### src/rtl/mine_count_map.sv
// Scans a latched 5x5 mine mask in row-major order and streams one record per cell:
// index, mine flag and adjacent-mine count, then reports the total mine count.
module mine_count_map #(
    parameter int unsigned ROWS = 5,
    parameter int unsigned COLS = 5
) (
    input  logic                   in_clka,
    input  logic                   in_rst_n,
    input  logic                   in_start,
    input  logic [ROWS*COLS-1:0]   in_mines,
    input  logic                   in_ready,
    output logic                   out_busy,
    output logic                   out_valid,
    output logic [4:0]             out_index,
    output logic                   out_is_mine,
    output logic [3:0]             out_count,
    output logic [4:0]             out_total,
    output logic                   out_done
);

    localparam int unsigned CELLS = ROWS * COLS;
    localparam int unsigned IW    = 5;
    localparam int unsigned RW    = $clog2(ROWS);
    localparam int unsigned CW    = $clog2(COLS);

    localparam logic [1:0] ST_IDLE = 2'd0;
    localparam logic [1:0] ST_SCAN = 2'd1;
    localparam logic [1:0] ST_HOLD = 2'd2;
    localparam logic [1:0] ST_DONE = 2'd3;

    logic [1:0]       state, state_nxt;
    logic [CELLS-1:0] mask, mask_nxt;
    logic [IW-1:0]    ptr, ptr_nxt;
    logic [RW-1:0]    row, row_nxt;
    logic [CW-1:0]    col, col_nxt;
    logic [4:0]       acc, acc_nxt;
    logic             busy_nxt, valid_nxt, is_mine_nxt, done_nxt;
    logic [4:0]       index_nxt, total_nxt;
    logic [3:0]       count_nxt;

    // Mines among the in-board neighbours of (r, c); no wrap between rows.
    function automatic logic [3:0] nbr_count(input logic [CELLS-1:0] m,
                                             input logic [RW-1:0]    r,
                                             input logic [CW-1:0]    c);
        logic [3:0]    n;
        logic [IW-1:0] k;
        int            rr;
        int            cc;
        n = '0;
        for (int dr = -1; dr <= 1; dr++) begin
            for (int dc = -1; dc <= 1; dc++) begin
                rr = int'(r) + dr;
                cc = int'(c) + dc;
                k  = '0;
                if (!(dr == 0 && dc == 0) && rr >= 0 && rr < int'(ROWS) &&
                    cc >= 0 && cc < int'(COLS)) begin
                    k = IW'(rr * int'(COLS) + cc);
                    n = n + 4'(m[k]);
                end
            end
        end
        return n;
    endfunction

    // Next-state and next-output logic; every register holds by default.
    always_comb begin
        state_nxt   = state;
        mask_nxt    = mask;
        ptr_nxt     = ptr;
        row_nxt     = row;
        col_nxt     = col;
        acc_nxt     = acc;
        busy_nxt    = out_busy;
        valid_nxt   = out_valid;
        index_nxt   = out_index;
        is_mine_nxt = out_is_mine;
        count_nxt   = out_count;
        total_nxt   = out_total;
        done_nxt    = 1'b0;
        case (state)
            ST_IDLE: begin
                if (in_start) begin
                    mask_nxt  = in_mines;
                    ptr_nxt   = '0;
                    row_nxt   = '0;
                    col_nxt   = '0;
                    acc_nxt   = '0;
                    total_nxt = '0;
                    busy_nxt  = 1'b1;
                    state_nxt = ST_SCAN;
                end
            end
            ST_SCAN: begin
                valid_nxt   = 1'b1;
                index_nxt   = 5'(ptr);
                is_mine_nxt = mask[ptr];
                count_nxt   = nbr_count(mask, row, col);
                acc_nxt     = acc + 5'(mask[ptr]);
                state_nxt   = ST_HOLD;
            end
            ST_HOLD: begin
                if (in_ready) begin
                    valid_nxt = 1'b0;
                    if (ptr == IW'(CELLS - 1)) begin
                        done_nxt  = 1'b1;
                        total_nxt = acc;
                        state_nxt = ST_DONE;
                    end else begin
                        ptr_nxt = ptr + 1'b1;
                        if (col == CW'(COLS - 1)) begin
                            col_nxt = '0;
                            row_nxt = row + 1'b1;
                        end else begin
                            col_nxt = col + 1'b1;
                        end
                        state_nxt = ST_SCAN;
                    end
                end
            end
            ST_DONE: begin
                busy_nxt  = 1'b0;
                state_nxt = ST_IDLE;
            end
            default: state_nxt = ST_IDLE;
        endcase
    end

    // All state advances on the falling edge of in_clka.
    always_ff @(negedge in_clka or negedge in_rst_n) begin
        if (!in_rst_n) begin
            state       <= ST_IDLE;
            mask        <= '0;
            ptr         <= '0;
            row         <= '0;
            col         <= '0;
            acc         <= '0;
            out_busy    <= 1'b0;
            out_valid   <= 1'b0;
            out_index   <= '0;
            out_is_mine <= 1'b0;
            out_count   <= '0;
            out_total   <= '0;
            out_done    <= 1'b0;
        end else begin
            state       <= state_nxt;
            mask        <= mask_nxt;
            ptr         <= ptr_nxt;
            row         <= row_nxt;
            col         <= col_nxt;
            acc         <= acc_nxt;
            out_busy    <= busy_nxt;
            out_valid   <= valid_nxt;
            out_index   <= index_nxt;
            out_is_mine <= is_mine_nxt;
            out_count   <= count_nxt;
            out_total   <= total_nxt;
            out_done    <= done_nxt;
        end
    end

endmodule

### config.mk
export PLATFORM = sky130hd
export DESIGN_NAME = mine_count_map
export DESIGN_NICKNAME = d
export VERILOG_FILES = /design/src/rtl/mine_count_map.sv
export SDC_FILE = /design/constraint.sdc
export NUM_CORES = 1
export LEC_CHECK = 0
export ABC_AREA = 0
export BUFFER_PORTS_ARGS = -buffer_cell sky130_fd_sc_hd__buf_2
export CELL_PAD_IN_SITES_DETAIL_PLACEMENT = 1
export CELL_PAD_IN_SITES_GLOBAL_PLACEMENT = 1
export CORE_MARGIN = 2
export CORE_UTILIZATION = 45
export DETAILED_ROUTE_END_ITERATION = 8
export GPL_ROUTABILITY_DRIVEN = 0
export PLACE_DENSITY_LB_ADDON = 0.2
export SETUP_SLACK_MARGIN = 0.05
export SLEW_MARGIN = 5
export SYNTH_ARGS = -nofsm -noshare
export SYNTH_HDL_FRONTEND = slang
export SYNTH_SLANG_ARGS = --single-unit
### constraint.sdc
create_clock -name in_clka -period 10.3 [get_ports in_clka]
set_input_delay 2.575 -clock in_clka [delete_from_list [all_inputs] [get_ports in_clka]]
set_output_delay 2.575 -clock in_clka [all_outputs]
set_load 0.05 [all_outputs]
After elaboration in Yosys (flattened, before gate mapping)
Index checks and enable logic that the tools add are counted.
W data, S select, Z words.

operators by class
  mux-type cells = 61
  eq/ne operators = 10
  shift operators = 0
  add/sub/neg operators = 23
  divide/modulo/power cells = 0
  bitwise operators = 0
  magnitude comparators = 21
  reduce and logical (&&, ||, !) cells = 32
  multipliers = 3

operators by type and width
  cell                   count
  $mux W4                14
  $lt A5 B6 Y1 const B   9
  $bmux W1 S5            9
  $pmux W5 S2            3
  $add A4 B1 Y4          7
  $add A5 B5 Y5          5
  $mux W5                5
  $mux W3                7
  $logic_and A1 B1 Y1    19
  $add A5 B4 Y5          3
  $mux W1                15
  $pmux W3 S2            2
  $add A4 B1 Y5 const B  2
  $ge A5 B1 Y1 const B   2
  $lt A5 B4 Y1 const B   2
  $ne A2 B2 Y1 const B   5
  $reduce_and A2 Y1      5
  $add A3 B1 Y4 const B  2
  $ge A4 B1 Y1 const B   2
  $lt A4 B3 Y1 const B   2
  $pmux W2 S4            1
  $reduce_and A4 Y1      2
  $reduce_bool A2 Y1     4
  $add A3 B1 Y3 const B  2
  15 further kinds       21

storage, ports and cells
  register bits = 61
  bits in read-only memories = 0
  bits of input ports = 29
  bits in latches = 0
  logic and storage cells = 163
  memories = 0
  output and inout bits = 18
  bits in writable memories = 0

Longest topological paths before layout
  word-level depth = 27
  depth in mapped cells = 37
  gate-level depth less buffers = 37

==> reports/qor.txt <==
Status: finished, final reports clean
Core Rows: 42
Post-layout nets: 756
Slew margin rel.: 0.276
Area Growth Syn to Fin: 10.7%
Clock root buffer: clkbuf_16
Peak Freq: 0.113 GHz
Synth async-reset ratio: 1.00
Post-DRT Antenna Nets: 0
Core area: 13100 µm²
Final setup fails: 0
Setup tns final: 0 ps
Ant diodes: 0
Worst setup margin: 1420 ps
Synth cell types: 64
Fin crit share: 0.862
Synth Area in Compound Gates: 0.146
CP startpoint kind: flop
Cell Area, Synth: 5970 µm²
Die width: 119 µm
Max Cap Viol: 0
Postcts setup bufs: 0
Cts repair resizes: 0
Clk slew on worst S/H paths: 40 ps
Post-Synth XOR/XNOR Area: 0.0654
Final Hold Viols: 0
Fill count: 1506
H-tree Lvls: 3
Synth Instances: 624
WP data arrival: 14390 ps
Initial Utilization: 0.456
R2R Path Start: row[0]
Slew Limit Fails: 0
Die Area: 14200 µm²
Largest family of logic cells by synthesized area: multiplexers
Mean post-synth cell area: 9.57 µm²
Ports: 47
CP max FO: 10
CP max stage cell: ha_1
#FFs+latches synth: 61
RSZ-0062 raised after global routing: no
Main synth FF type: dfrtn_1
Max incr delay on CP: 660 ps
Least-Margin Pin Slew: 1090 ps
CTS Hold Bufs: 0
Maximum clock path buffer count: 2
Final Cell Area: 6610 µm²
Post-synth EDFFs: 0
Vias in the first global route: 5466
CTS tree: yes
Layout cells sized above 1: 0.204
WL/cell: 19.9 µm
WP data required: 15810 ps
Min Tclk post-route: 8880 ps
Multi-input gate area: 4230 µm²
Sequential area share after synthesis: 0.256
DR vias: 4952
Most frequent CP cell: ha_1
CP startpoint: row[0]
Post-DR vias/cell: 5.88
Port buffer count: 46
Drt drc: 0
Crit path kind: reg2reg
First-pass DRT Iterations: 4
Area after DPL: 6330 µm²
Critical hold path startpoint: out_index[4]
All-Layer GR Usage: 0.252
Worst setup EP type: flop
Clk Latency, worst-skew pair: 340 ps
Die Span Y: 119 µm
Reg area: 1530 µm²
Multiplexer share of the synthesized area: 0.191
Synth Area in Simple Gates: 0.156
HP Class: reg2reg
Syn Nets: 719
Initial antenna violation count: 0
DRT iter0 DRCs: 213
Ys Warns: 0
Largest net degree at the start of global routing: 37
Post-Layout Cell Count: 842
DP Worst Slack: 1110 ps
Final wirelength: 16800 µm
Dpl hpwl: 13200 µm
First-pass GRT wire length: 28400 µm
Setup Skew: 4.95 ps
Placed cells: 826
Remaining Overflow, GRT: 0
CTS Sinks: 61
Total CTS buffers: 9
Adder-Cell Fraction of Synth Area: 0.150
-- placed cells by master (no fill, tap or decap), types with 3 or more instances in the layout --
cell type  synthesis  layout
nand4_1            5       5
nor2b_1            6       6
nand3_1           17      17
ha_1              58      58
nand2b_1           6       6
fa_1               8       8
clkbuf_16          0       9
dfrtn_1           61      61
o21ai_0           30      30
nor3_1            10      10
mux2i_1           22      22
inv_1             25      25
nor2_1            18      17
a21o_1            17      17
a21oi_1           29      29
a211oi_1           3       3
a41o_1             3       3
buf_4              0       3
and3_1             6       6
xnor2_1           23      23
and2_1             3       3
clkinv_2           0       3
a22o_1             5       5
xor2_1            19      19
mux2_2            20      20
buf_2              3      46
mux4_2            31      31
nand2_1          131     131
-- cells in the mapped netlist, types with 2 or more instances --
cell type	n	area, µm²
nand3_1	17	85.1
or2_2	2	12.5
xnor2_1	23	201
fa_1	8	160
buf_2	3	15.0
dfrtn_1	61	1530
mux2i_1	22	220
inv_1	25	93.8
mux2_2	20	225
o211ai_1	2	15.0
inv_2	2	7.51
a21oi_2	2	17.5
o211a_1	2	20.0
xor2_1	19	166
nor2b_1	6	37.5
nand2b_1	6	37.5
nor2_1	18	67.6
a21oi_1	29	145
nand2_1	131	492
mux4_2	31	698
a311o_2	2	22.5
buf_6	3	33.8
a211oi_1	3	22.5
clkbuf_1	13	48.8
o2111ai_1	2	17.5
buf_1	4	15.0
a41o_1	3	30.0
o21ai_0	30	150
a221o_1	2	20.0
nand4_1	5	31.3
ha_1	58	726
and2_1	3	18.8
a21bo_2	2	20.0
nor3_1	10	50.1
a22o_1	5	43.8
a21o_1	17	128
and3_1	6	37.5
-- worst max-delay path, delay by kind of cell (launching register included) --
kind	cells	cell delay (ps)
AO/OA/AOI/OAI	7	1800
XOR/XNOR	3	620
adder cells (fa/ha/maj)	11	3740
buffers and inverters	5	740
flip-flops	1	650
multiplexers	2	520
AND/OR/NAND/NOR	7	780
-- per-layer routing --
metal	track usage	share of wire
met1	0.331	0.44
met2	0.435	0.50
met3	0.0259	0.037
met4	0.0871	0.020
met5	0	0
-- kinds of logic after synthesis --
| group | count (synthesis) |
|---|---|
| AO/OA/AOI/OAI | 119 |
| adder cells (fa/ha/maj) | 67 |
| AND/OR/NAND/NOR | 211 |
| XOR/XNOR | 43 |
| flip-flops | 61 |
| buffers and inverters | 50 |
| multiplexers | 73 |
-- area by class of cell --
class | instances | area share
multi-input combinational | 513 | 0.640
sequential | 61 | 0.231
clock buffer | 12 | 0.0388
timing repair buffer | 49 | 0.0382
tap | 176 | 0.0333
inverter | 27 | 0.0153
clock inverter | 4 | 0.00341
-- path summary, 6_finish.rpt --
path	to	slack, ps	cells past startpoint
setup / recovery	out_count[3]	1420	35
hold / removal	out_index[4]	430	2
setup reg to reg	out_count[3]	1420	35
hold reg to reg	out_index[4]	430	2
max in group asynchronous	out_total[2]	2170	2
min in group asynchronous	mask[6]	7360	1
-- sequential cells by signal, indices dropped and copies added, names as in the netlist --
name and count:
out_count 4, out_busy 1, state 2, out_total 5
col 3, mask 25, row 3, out_valid 1
out_done 1, out_index 5, out_is_mine 1, acc 5
ptr 5
-- through the flow --
stage | utilization | hold WS (ps)
2_1_floorplan | - | 404
3_3_place_gp | 0.484 | 414
3_5_place_dp | 0.484 | 423
4_1_cts | 0.505 | 433
5_1_grt | 0.505 | 453
6_report | 0.505 | 430
Power is not shown: default switching activity piles up to over one toggle a cycle in this logic, so the estimate is an artifact.
